File: config.mk
export PLATFORM = sky130hd
export DESIGN_NAME = muldiv_seq_flat
export DESIGN_NICKNAME = d
export VERILOG_FILES = /design/src/rtl/muldiv_seq_if.sv /design/src/rtl/muldiv_seq.sv /design/src/flat_wrapper.sv
export SDC_FILE = /design/constraint.sdc
export NUM_CORES = 1
export LEC_CHECK = 0
export BUFFER_PORTS_ARGS = -buffer_cell sky130_fd_sc_hd__buf_2
export CAP_MARGIN = 20
export CORE_ASPECT_RATIO = 2
export CORE_UTILIZATION = 45
export CTS_BUF_LIST = sky130_fd_sc_hd__clkbuf_16
export DETAILED_ROUTE_END_ITERATION = 6
export GPL_TIMING_DRIVEN = 0
export SYNTH_ARGS = -nofsm -noshare
export SYNTH_HDL_FRONTEND = slang
export SYNTH_SLANG_ARGS = --single-unit
File: constraint.sdc
create_clock -name clk -period 7.44 [get_ports clk]
set_clock_uncertainty 0.1 [all_clocks]
set_input_delay 0.372 -clock clk [delete_from_list [all_inputs] [get_ports clk]]
set_output_delay 0.372 -clock clk [all_outputs]
set_load 0.03 [all_outputs]
File: src/rtl/muldiv_seq_if.sv
// Request/response bundle between the EX stage and the multi-cycle mul/div sequencer.
interface muldiv_seq_if #(
  parameter int XLEN = 32
);
  logic            valid;
  logic [2:0]      op;
  logic [XLEN-1:0] rs1;
  logic [XLEN-1:0] rs2;
  logic            flush;
  logic            ready;
  logic            busy;
  logic            done;
  logic [XLEN-1:0] result;

  modport master (
    output valid, op, rs1, rs2, flush,
    input  ready, busy, done, result
  );

  modport slave (
    input  valid, op, rs1, rs2, flush,
    output ready, busy, done, result
  );
endinterface

File: src/rtl/muldiv_seq.sv
// RV32M multi-cycle sequencer: radix-2 shift-add multiply and restoring divide on
// operand magnitudes, with sign fix-up and a one-cycle done pulse.
module muldiv_seq #(
  parameter int XLEN  = 32,
  parameter int CNT_W = 5
) (
  input  logic         clk,
  input  logic         rst,
  muldiv_seq_if.slave  bus
);

  typedef enum logic [1:0] {S_IDLE, S_CALC, S_FIX, S_DONE} state_e;

  state_e              state_q, state_d;
  logic [CNT_W-1:0]    cnt_q, cnt_d;
  logic [2:0]          op_q, op_d;
  logic                negq_q, negq_d;
  logic                negr_q, negr_d;
  logic [XLEN-1:0]     b_q, b_d;
  logic [2*XLEN-1:0]   acc_q, acc_d;
  logic [XLEN-1:0]     result_q, result_d;

  logic                accept;
  logic                a_signed, b_signed, sa, sb;
  logic [XLEN-1:0]     mag_a, mag_b;
  logic                div0, ovf, special;
  logic [XLEN-1:0]     special_res;
  logic [XLEN:0]       mul_sum;
  logic [2*XLEN-1:0]   mul_step;
  logic [XLEN:0]       rem_sh, trial;
  logic [2*XLEN-1:0]   div_step;
  logic [2*XLEN-1:0]   prod_fix;
  logic [XLEN-1:0]     fix_res;

  assign accept   = bus.valid & ~bus.flush & (state_q == S_IDLE);
  assign a_signed = bus.op[2] ? ~bus.op[0] : (bus.op != 3'd3);
  assign b_signed = bus.op[2] ? ~bus.op[0] : ~bus.op[1];
  assign sa       = a_signed & bus.rs1[XLEN-1];
  assign sb       = b_signed & bus.rs2[XLEN-1];
  assign mag_a    = sa ? -bus.rs1 : bus.rs1;
  assign mag_b    = sb ? -bus.rs2 : bus.rs2;

  assign div0 = bus.op[2] & (bus.rs2 == '0);
  assign ovf  = bus.op[2] & ~bus.op[0] & (bus.rs1 == {1'b1, {(XLEN-1){1'b0}}}) & (bus.rs2 == '1);
  assign special = div0 | ovf;
  // REM ops have op[1]=1; signed overflow yields quotient rs1 (0x80000000) and remainder 0.
  assign special_res = bus.op[1] ? (div0 ? bus.rs1 : '0) : (div0 ? '1 : bus.rs1);

  // Multiply: acc = {partial high, remaining multiplier bits}; add then shift right.
  assign mul_sum  = {1'b0, acc_q[2*XLEN-1:XLEN]} + {1'b0, {XLEN{acc_q[0]}} & b_q};
  assign mul_step = {mul_sum, acc_q[XLEN-1:1]};

  // Divide: acc = {partial remainder, dividend/quotient}; shift left, trial-subtract.
  assign rem_sh   = {acc_q[2*XLEN-1:XLEN], acc_q[XLEN-1]};
  assign trial    = rem_sh - {1'b0, b_q};
  assign div_step = trial[XLEN] ? {rem_sh[XLEN-1:0], acc_q[XLEN-2:0], 1'b0}
                                : {trial[XLEN-1:0], acc_q[XLEN-2:0], 1'b1};

  assign prod_fix = negq_q ? -acc_q : acc_q;

  always_comb begin
    fix_res = '0;
    case (op_q)
      3'd0:       fix_res = prod_fix[XLEN-1:0];
      3'd1, 3'd2,
      3'd3:       fix_res = prod_fix[2*XLEN-1:XLEN];
      3'd4, 3'd5: fix_res = negq_q ? -acc_q[XLEN-1:0] : acc_q[XLEN-1:0];
      default:    fix_res = negr_q ? -acc_q[2*XLEN-1:XLEN] : acc_q[2*XLEN-1:XLEN];
    endcase
  end

  always_comb begin
    state_d  = state_q;
    cnt_d    = cnt_q;
    op_d     = op_q;
    negq_d   = negq_q;
    negr_d   = negr_q;
    b_d      = b_q;
    acc_d    = acc_q;
    result_d = result_q;
    case (state_q)
      S_IDLE: begin
        if (accept) begin
          op_d   = bus.op;
          negq_d = sa ^ sb;
          negr_d = sa;
          cnt_d  = '0;
          if (bus.op[2]) begin
            b_d   = mag_b;
            acc_d = {{XLEN{1'b0}}, mag_a};
          end else begin
            b_d   = mag_a;
            acc_d = {{XLEN{1'b0}}, mag_b};
          end
          if (special) begin
            state_d  = S_DONE;
            result_d = special_res;
          end else begin
            state_d = S_CALC;
          end
        end
      end
      S_CALC: begin
        acc_d = op_q[2] ? div_step : mul_step;
        cnt_d = cnt_q + CNT_W'(1);
        if (cnt_q == '1) state_d = S_FIX;
      end
      S_FIX: begin
        state_d  = S_DONE;
        result_d = fix_res;
      end
      default: state_d = S_IDLE;
    endcase
    // Flush wins over everything but reset; a pending result write is dropped.
    if (bus.flush) begin
      state_d  = S_IDLE;
      cnt_d    = '0;
      result_d = result_q;
    end
  end

  always_ff @(posedge clk) begin
    if (rst) begin
      state_q  <= S_IDLE;
      cnt_q    <= '0;
      op_q     <= '0;
      negq_q   <= 1'b0;
      negr_q   <= 1'b0;
      b_q      <= '0;
      acc_q    <= '0;
      result_q <= '0;
    end else begin
      state_q  <= state_d;
      cnt_q    <= cnt_d;
      op_q     <= op_d;
      negq_q   <= negq_d;
      negr_q   <= negr_d;
      b_q      <= b_d;
      acc_q    <= acc_d;
      result_q <= result_d;
    end
  end

  assign bus.ready  = (state_q == S_IDLE);
  assign bus.busy   = (state_q != S_IDLE);
  assign bus.done   = (state_q == S_DONE);
  assign bus.result = result_q;

endmodule

File: src/flat_wrapper.sv
// flat-port wrapper written by rule: the top's interface ports become plain ports
module muldiv_seq_flat 
#(
  parameter int XLEN  = 32,
  parameter int CNT_W = 5
)
  (clk, rst, bus_valid, bus_op, bus_rs1, bus_rs2, bus_flush, bus_ready, bus_busy, bus_done, bus_result);
  muldiv_seq_if #(.XLEN(XLEN)) bus_i ();
  input  logic clk;
  input  logic rst;
  input wire logic [$bits(bus_i.valid)-1:0] bus_valid;
  input wire logic [$bits(bus_i.op)-1:0] bus_op;
  input wire logic [$bits(bus_i.rs1)-1:0] bus_rs1;
  input wire logic [$bits(bus_i.rs2)-1:0] bus_rs2;
  input wire logic [$bits(bus_i.flush)-1:0] bus_flush;
  output wire logic [$bits(bus_i.ready)-1:0] bus_ready;
  output wire logic [$bits(bus_i.busy)-1:0] bus_busy;
  output wire logic [$bits(bus_i.done)-1:0] bus_done;
  output wire logic [$bits(bus_i.result)-1:0] bus_result;
  assign bus_i.valid = bus_valid;
  assign bus_i.op = bus_op;
  assign bus_i.rs1 = bus_rs1;
  assign bus_i.rs2 = bus_rs2;
  assign bus_i.flush = bus_flush;
  assign bus_ready = bus_i.ready;
  assign bus_busy = bus_i.busy;
  assign bus_done = bus_i.done;
  assign bus_result = bus_i.result;
  muldiv_seq #(.XLEN(XLEN), .CNT_W(CNT_W)) u_core (.clk(clk), .rst(rst), .bus(bus_i));
endmodule
==> results.sh, run 1 <==
export IMPL_status="finished, violations left"
export IMPL_violations="design-rule violations"
export IMPL_clk_pin_slew_ns=0.07
export IMPL_routedWlPerCell_um=29.4
export IMPL_rows=94
export IMPL_finalSetupViolCount=0
export IMPL_drv_cap=0
export IMPL_grt_pass1_vias=17900
export IMPL_synth_nets=2339
export IMPL_cts_buffer_depth=2
export IMPL_drive_gt1_share_pct=8.68
export IMPL_core_area_um2=32900
export IMPL_drt_pass1_iter_count=7
export IMPL_synth_area_leaders="dfxtp_1 19%, nor2_1 6.8%, a21oi_1 6.3%"
export IMPL_clk_latency_ns=0.47
export IMPL_fp_dieH_um=261
export IMPL_max_freq_ghz=0.187
export IMPL_power_leakage_nw=6.53
export IMPL_nets=2462
export IMPL_ys_seq_area_share_pct=18.5
export IMPL_ant_nets=0
export IMPL_whs_ns=0.223
export IMPL_final_area_um2=16800
export IMPL_grt_first_pass_wirelength_um=117000
export IMPL_antenna_cells=0
export IMPL_irDropWorstVdd_uv=175
export IMPL_dpl_worst_slack_ns=1.86
export IMPL_dieArea_um2=34400
export IMPL_grt_max_degree=17
export IMPL_cts_resized=0
export IMPL_use_met2_pct=80.0
export IMPL_area_growth_pct=10.9
export IMPL_ios=106
export IMPL_ys_seq_elements=140
export IMPL_crit_start="bus_rs2[2]"
export IMPL_viasPerCell=6.67
export IMPL_drt_wl_total_um=81000
export IMPL_ys_flop_type="dfxtp_1"
export IMPL_antenna_found_initial=0
export IMPL_hold_path_class="in -> reg"
export IMPL_fin_setup_tns_ns=0
export IMPL_vias=18400
export IMPL_clock_sinks=140
export IMPL_met3_usage_pct=11.5
export IMPL_setup_slack_ns=2.08
export IMPL_gr_usage_met1_pct=42.7
export IMPL_slew_limit_headroom_pct=12.1
export IMPL_grt_overflow=0
export IMPL_drtIter0Drc=1699
export IMPL_arrival_ns=5.67
export IMPL_gr_max_usage_layer="met2"
export IMPL_synth_edf_count=0
export IMPL_grt_setup_unrepaired="false"
export IMPL_portBuffers=101
export IMPL_syn_inst=2190
export IMPL_slew_violations=0
export IMPL_dp_hpwl_um=65200
export IMPL_cp_start_kind="primary input"
export IMPL_drc=2
export IMPL_async_reset_ff_share_pct=0
export IMPL_worstPathRequired_ns=7.76
export IMPL_synth_avg_cell_area_um2=6.90
export IMPL_rr_startpoint="u_core.acc_q[2]"
export IMPL_place_area_um2=16200
export IMPL_floorplan_initialDensity_pct=45.9
export IMPL_fill_cells=3412
export IMPL_layout_cells_non_filler=2758
export IMPL_die_x_um=132
export IMPL_ctsHtreeMaxLevel=4
export IMPL_yosysTopAreaCellShare_pct=18.5
export IMPL_placedCellCount=2724
export IMPL_cp_max_fo=7
export IMPL_timing_final_crit_share_pct=72.0
export IMPL_synth_cell_types=81
export IMPL_postCtsHoldBufs=0
export IMPL_cts_tree="built"
export IMPL_critPathCaptureType="register"
export IMPL_post_cts_buffers=0
export IMPL_root_buffer="clkbuf_16"
export IMPL_yosysTopAreaCell="dfxtp_1"
export IMPL_min_period_ns=5.36
export IMPL_ys_warnings_count=0
export IMPL_place_gp_congestion=1.04
export IMPL_hold_viol=0
export IMPL_numCtsBuffers=17
export IMPL_track_usage_pct=46.8
export IMPL_critical_path_class="in -> reg"
export IMPL_cellPowerDensity_nw_per_um2=149
export IMPL_min_from="bus_op[0]"
export IMPL_synth_area_um2=15100
export IMPL_worst_slew_pin_slew_ns=1.31
registers in the layout, summed over array words and instances, names as in the netlist:
| signal | count |
|---|---|
| u_core.negq_q | 1 |
| u_core.bus.result | 32 |
| u_core.b_q | 32 |
| u_core.acc_q | 64 |
| u_core.op_q | 3 |
| u_core.negr_q | 1 |
| u_core.cnt_q | 5 |
| u_core.state_q | 2 |
final cells by class:
type | instances | area [um^2] | area share (%)
Inverter | 74 | 278 | 1.66
Tap cell | 432 | 541 | 3.23
Clock inverter | 15 | 149 | 0.888
Buffer | 169 | 671 | 4.00
Clock buffer | 17 | 425 | 2.54
Sequential cell | 140 | 2800 | 16.7
Timing Repair Buffer | 104 | 526 | 3.14
Multi-Input combinational cell | 1807 | 11400 | 67.8
worst max-delay path: stages:
cell,delay (ns)
buf_2,0.14
or4_1,0.51
clkbuf_1,0.18
nor4_1,0.93
nand4_1,0.38
nor2_1,0.93
o211ai_1,0.26
a21oi_1,0.93
o21ai_0,0.31
a311oi_1,0.54
a31o_2,0.18
per-layer routing:
metal	vias to the layer above	part of all wire, %	routed length, um
li1	8250	-	-
met1	8664	32	25600
met2	1025	47	38500
met3	456	7.4	6020
met4	0	14	10900
met5	-	0	0
worst paths after layout:
check | slack, ns | cells after the start | end
setup / recovery | 2.08 | 11 | u_core.bus.result[21]
hold reg to reg | 0.35 | 2 | u_core.b_q[15]
setup reg to reg | 2.38 | 11 | u_core.bus.result[9]
hold / removal | 0.22 | 3 | u_core.op_q[0]
per-stage QoR:
| stage | total power (W) | utilization, % |
|---|---|---|
| floorplan | 0.00129 | - |
| global route | 0.00257 | 50.9 |
| CTS | 0.00245 | 50.8 |
| finish | 0.00250 | 50.9 |
| detailed placement | 0.00160 | 49.1 |
| global placement | 0.00159 | 49.1 |
report_power, final:
part           switching (W)  internal [W]  total (W)
clock network       0.000430      0.000445   0.000875
logic               0.000566      0.000245   0.000811
registers          0.0000396      0.000777   0.000817
layout by cell type (no fill, tap or decap), types with 45 or more instances in the layout:
| master | instances |
|---|---|
| xor2_1 | 95 |
| nor2_1 | 272 |
| buf_2 | 110 |
| nor3_1 | 83 |
| clkbuf_1 | 145 |
| dfxtp_1 | 140 |
| ha_1 | 76 |
| nand3_1 | 45 |
| nand2_1 | 235 |
| o21ai_0 | 126 |
| inv_1 | 72 |
| xnor2_1 | 72 |
| a21oi_1 | 191 |
| a211oi_1 | 61 |
cells in the mapped netlist (6+ instances only):
cell,n
o31a_1,6
a211oi_1,61
nand2_1,235
o21a_1,12
clkbuf_1,145
xnor2_1,72
nor4_1,19
and2_1,21
dfxtp_1,140
o21ai_0,126
and3_1,9
o211ai_1,43
nor2_1,272
o22ai_1,12
o31ai_1,31
nand4_1,27
a21o_1,43
mux2_2,24
nand3_1,45
nand2b_1,11
o221ai_1,26
a21oi_1,191
nor2b_1,9
a31oi_1,25
or3_1,17
or2_2,15
nor3_1,83
buf_2,8
buf_1,12
a22oi_1,19
mux2i_1,23
o41ai_1,16
ha_1,76
a221oi_1,6
inv_1,72
a311oi_1,14
xor2_1,95
or4_1,22
kinds of logic (layout without fill, tap and decap cells):
logic type / after synthesis / after routing / synth area share (%)
AND/OR/NAND/NOR: 816 / 816 / 25.1
XOR/XNOR: 167 / 167 / 9.68
AO/OA/AOI/OAI: 699 / 699 / 30.5
flip-flops: 140 / 140 / 18.5
buffers and inverters: 243 / 379 / 6.28
adder cells (fa/ha/maj): 78 / 78 / 6.56
multiplexers: 47 / 47 / 3.31
Note: power is estimated with default switching activity, not from simulation.
==> run 2: changes to the inputs <==
clock period = 4.3 ns   (was 7.44 ns; I/O delays follow)
==> results.sh, run 2 (synthesis results as in run 1) <==
export IMPL_drt_pass1_iter_count=6
export IMPL_antenna_found_initial=0
export IMPL_vias=18500
export IMPL_cts_tree="built"
export IMPL_layout_common_cells="270 x nor2_1, 235 x nand2_1, 190 x a21oi_1"
export IMPL_viasPerCell=6.70
export IMPL_setup_slack_ns=0.0441
export IMPL_cp_start_kind="primary input"
export IMPL_clk_pin_slew_ns=0.07
export IMPL_fin_setup_tns_ns=0
export IMPL_slew_limit_headroom_pct=14.8
export IMPL_track_usage_pct=46.7
export IMPL_floorplan_initialDensity_pct=45.9
export IMPL_layout_cells_non_filler=2759
export IMPL_cts_buffer_depth=2
export IMPL_cp_max_fo=7
export IMPL_finalCoreUtilization_pct=51.2
export IMPL_place_gp_congestion=1.04
export IMPL_drt_wl_total_um=80700
export IMPL_slew_violations=0
export IMPL_drtIter0Drc=1673
export IMPL_grt_first_pass_wirelength_um=117000
export IMPL_worstPathRequired_ns=4.62
export IMPL_dieArea_um2=34400
export IMPL_postCtsHoldBufs=0
export IMPL_drc=0
export IMPL_portBuffers=101
export IMPL_critPathCaptureType="register"
export IMPL_drive_gt1_share_pct=9.55
export IMPL_rr_startpoint="u_core.acc_q[0]"
export IMPL_ctsHtreeMaxLevel=4
export IMPL_clock_sinks=140
export IMPL_status="finished clean"
export IMPL_rows=94
export IMPL_fill_cells=3404
export IMPL_whs_ns=0.0505
export IMPL_max_freq_ghz=0.235
export IMPL_grt_max_degree=17
export IMPL_seq_area_um2=2800
export IMPL_hold_path_class="in -> reg"
export IMPL_critical_path_class="in -> reg"
export IMPL_arrival_ns=4.58
export IMPL_grt_overflow=0
export IMPL_ios=106
export IMPL_placedCellCount=2724
export IMPL_dp_hpwl_um=65200
export IMPL_hold_viol=0
export IMPL_min_from="bus_rs2[0]"
export IMPL_grt_setup_unrepaired="false"
export IMPL_core_area_um2=32900
export IMPL_final_common_cell="nor2_1"
export IMPL_worst_slew_pin_slew_ns=1.27
export IMPL_drv_cap=0
export IMPL_ant_nets=0
export IMPL_multi_input_area_um2=11500
export IMPL_clk_latency_ns=0.48
export IMPL_nets=2461
export IMPL_die_x_um=132
export IMPL_root_buffer="clkbuf_16"
export IMPL_min_period_ns=4.26
export IMPL_largest_reg_flops=64
export IMPL_numCtsBuffers=17
export IMPL_grt_pass1_vias=18000
export IMPL_dpl_worst_slack_ns=-1.12
export IMPL_fp_dieH_um=261
export IMPL_area_growth_pct=11.5
export IMPL_routedWlPerCell_um=29.3
export IMPL_cellPowerDensity_nw_per_um2=258
export IMPL_crit_start="bus_rs1[12]"
export IMPL_post_cts_buffers=0
export IMPL_finalSetupViolCount=0
export IMPL_top_register="u_core.acc_q"
export IMPL_irDropWorstVdd_uv=308
export IMPL_timing_final_crit_share_pct=99.0
export IMPL_power_leakage_nw=6.59
## run 2: timing repair
| item | 4_1_cts | 5_1_grt |
|---|---|---|
| gates resized for setup | 15 | 14 |
| endpoints found under the setup margin | 58 | 30 |
| pin swaps | 1 | 0 |
## run 2: per-layer routing
layer | vias up | share of wire (%) | global-route usage [%]
met2 | 1055 | 47 | 79.8
met5 | - | 0 | 0
met1 | 8683 | 32 | 43.0
met4 | 0 | 14 | 55.1
li1 | 8257 | - | -
met3 | 490 | 7.1 | 10.6
## run 2: area by class of cell
class	count	area share (%)
antenna	2	0.0297
tap	432	3.21
sequential	140	16.6
inverter	74	1.65
timing repair buffer	103	3.07
clock buffer	17	2.52
clock inverter	15	0.883
multi-input combinational	1807	68.0
buffer	169	4.04
## run 2: power by group
part           switching, W  internal, W
logic              0.000984     0.000428
clock network      0.000751     0.000769
registers         0.0000703      0.00134
total               0.00180      0.00254
## run 2: worst paths after layout
| path | end | cells past startpoint | slack, ns |
|---|---|---|---|
| max reg2reg | u_core.bus.result[30] | 10 | 0.15 |
| min reg2reg | u_core.b_q[15] | 2 | 0.35 |
| min | u_core.b_q[0] | 3 | 0.05 |
| max | u_core.bus.result[21] | 10 | 0.04 |
## run 2: stage by stage
stage	total power, W	cell area [um^2]
2_1_floorplan	0.00223	15100
5_1_grt	0.00444	16800
6_report	0.00435	16900
3_5_place_dp	0.00276	16200
4_1_cts	0.00424	16800
3_3_place_gp	0.00276	16200
## run 2: critical path, stage by stage
cell       delay, ns
clkbuf_1        0.20
or4_1           0.64
nor4_1          0.49
nand4bb_1       0.45
nor4_2          0.80
o211ai_1        0.22
a21oi_2         0.60
o21ai_0         0.26
a311oi_1        0.51
a31o_2          0.17
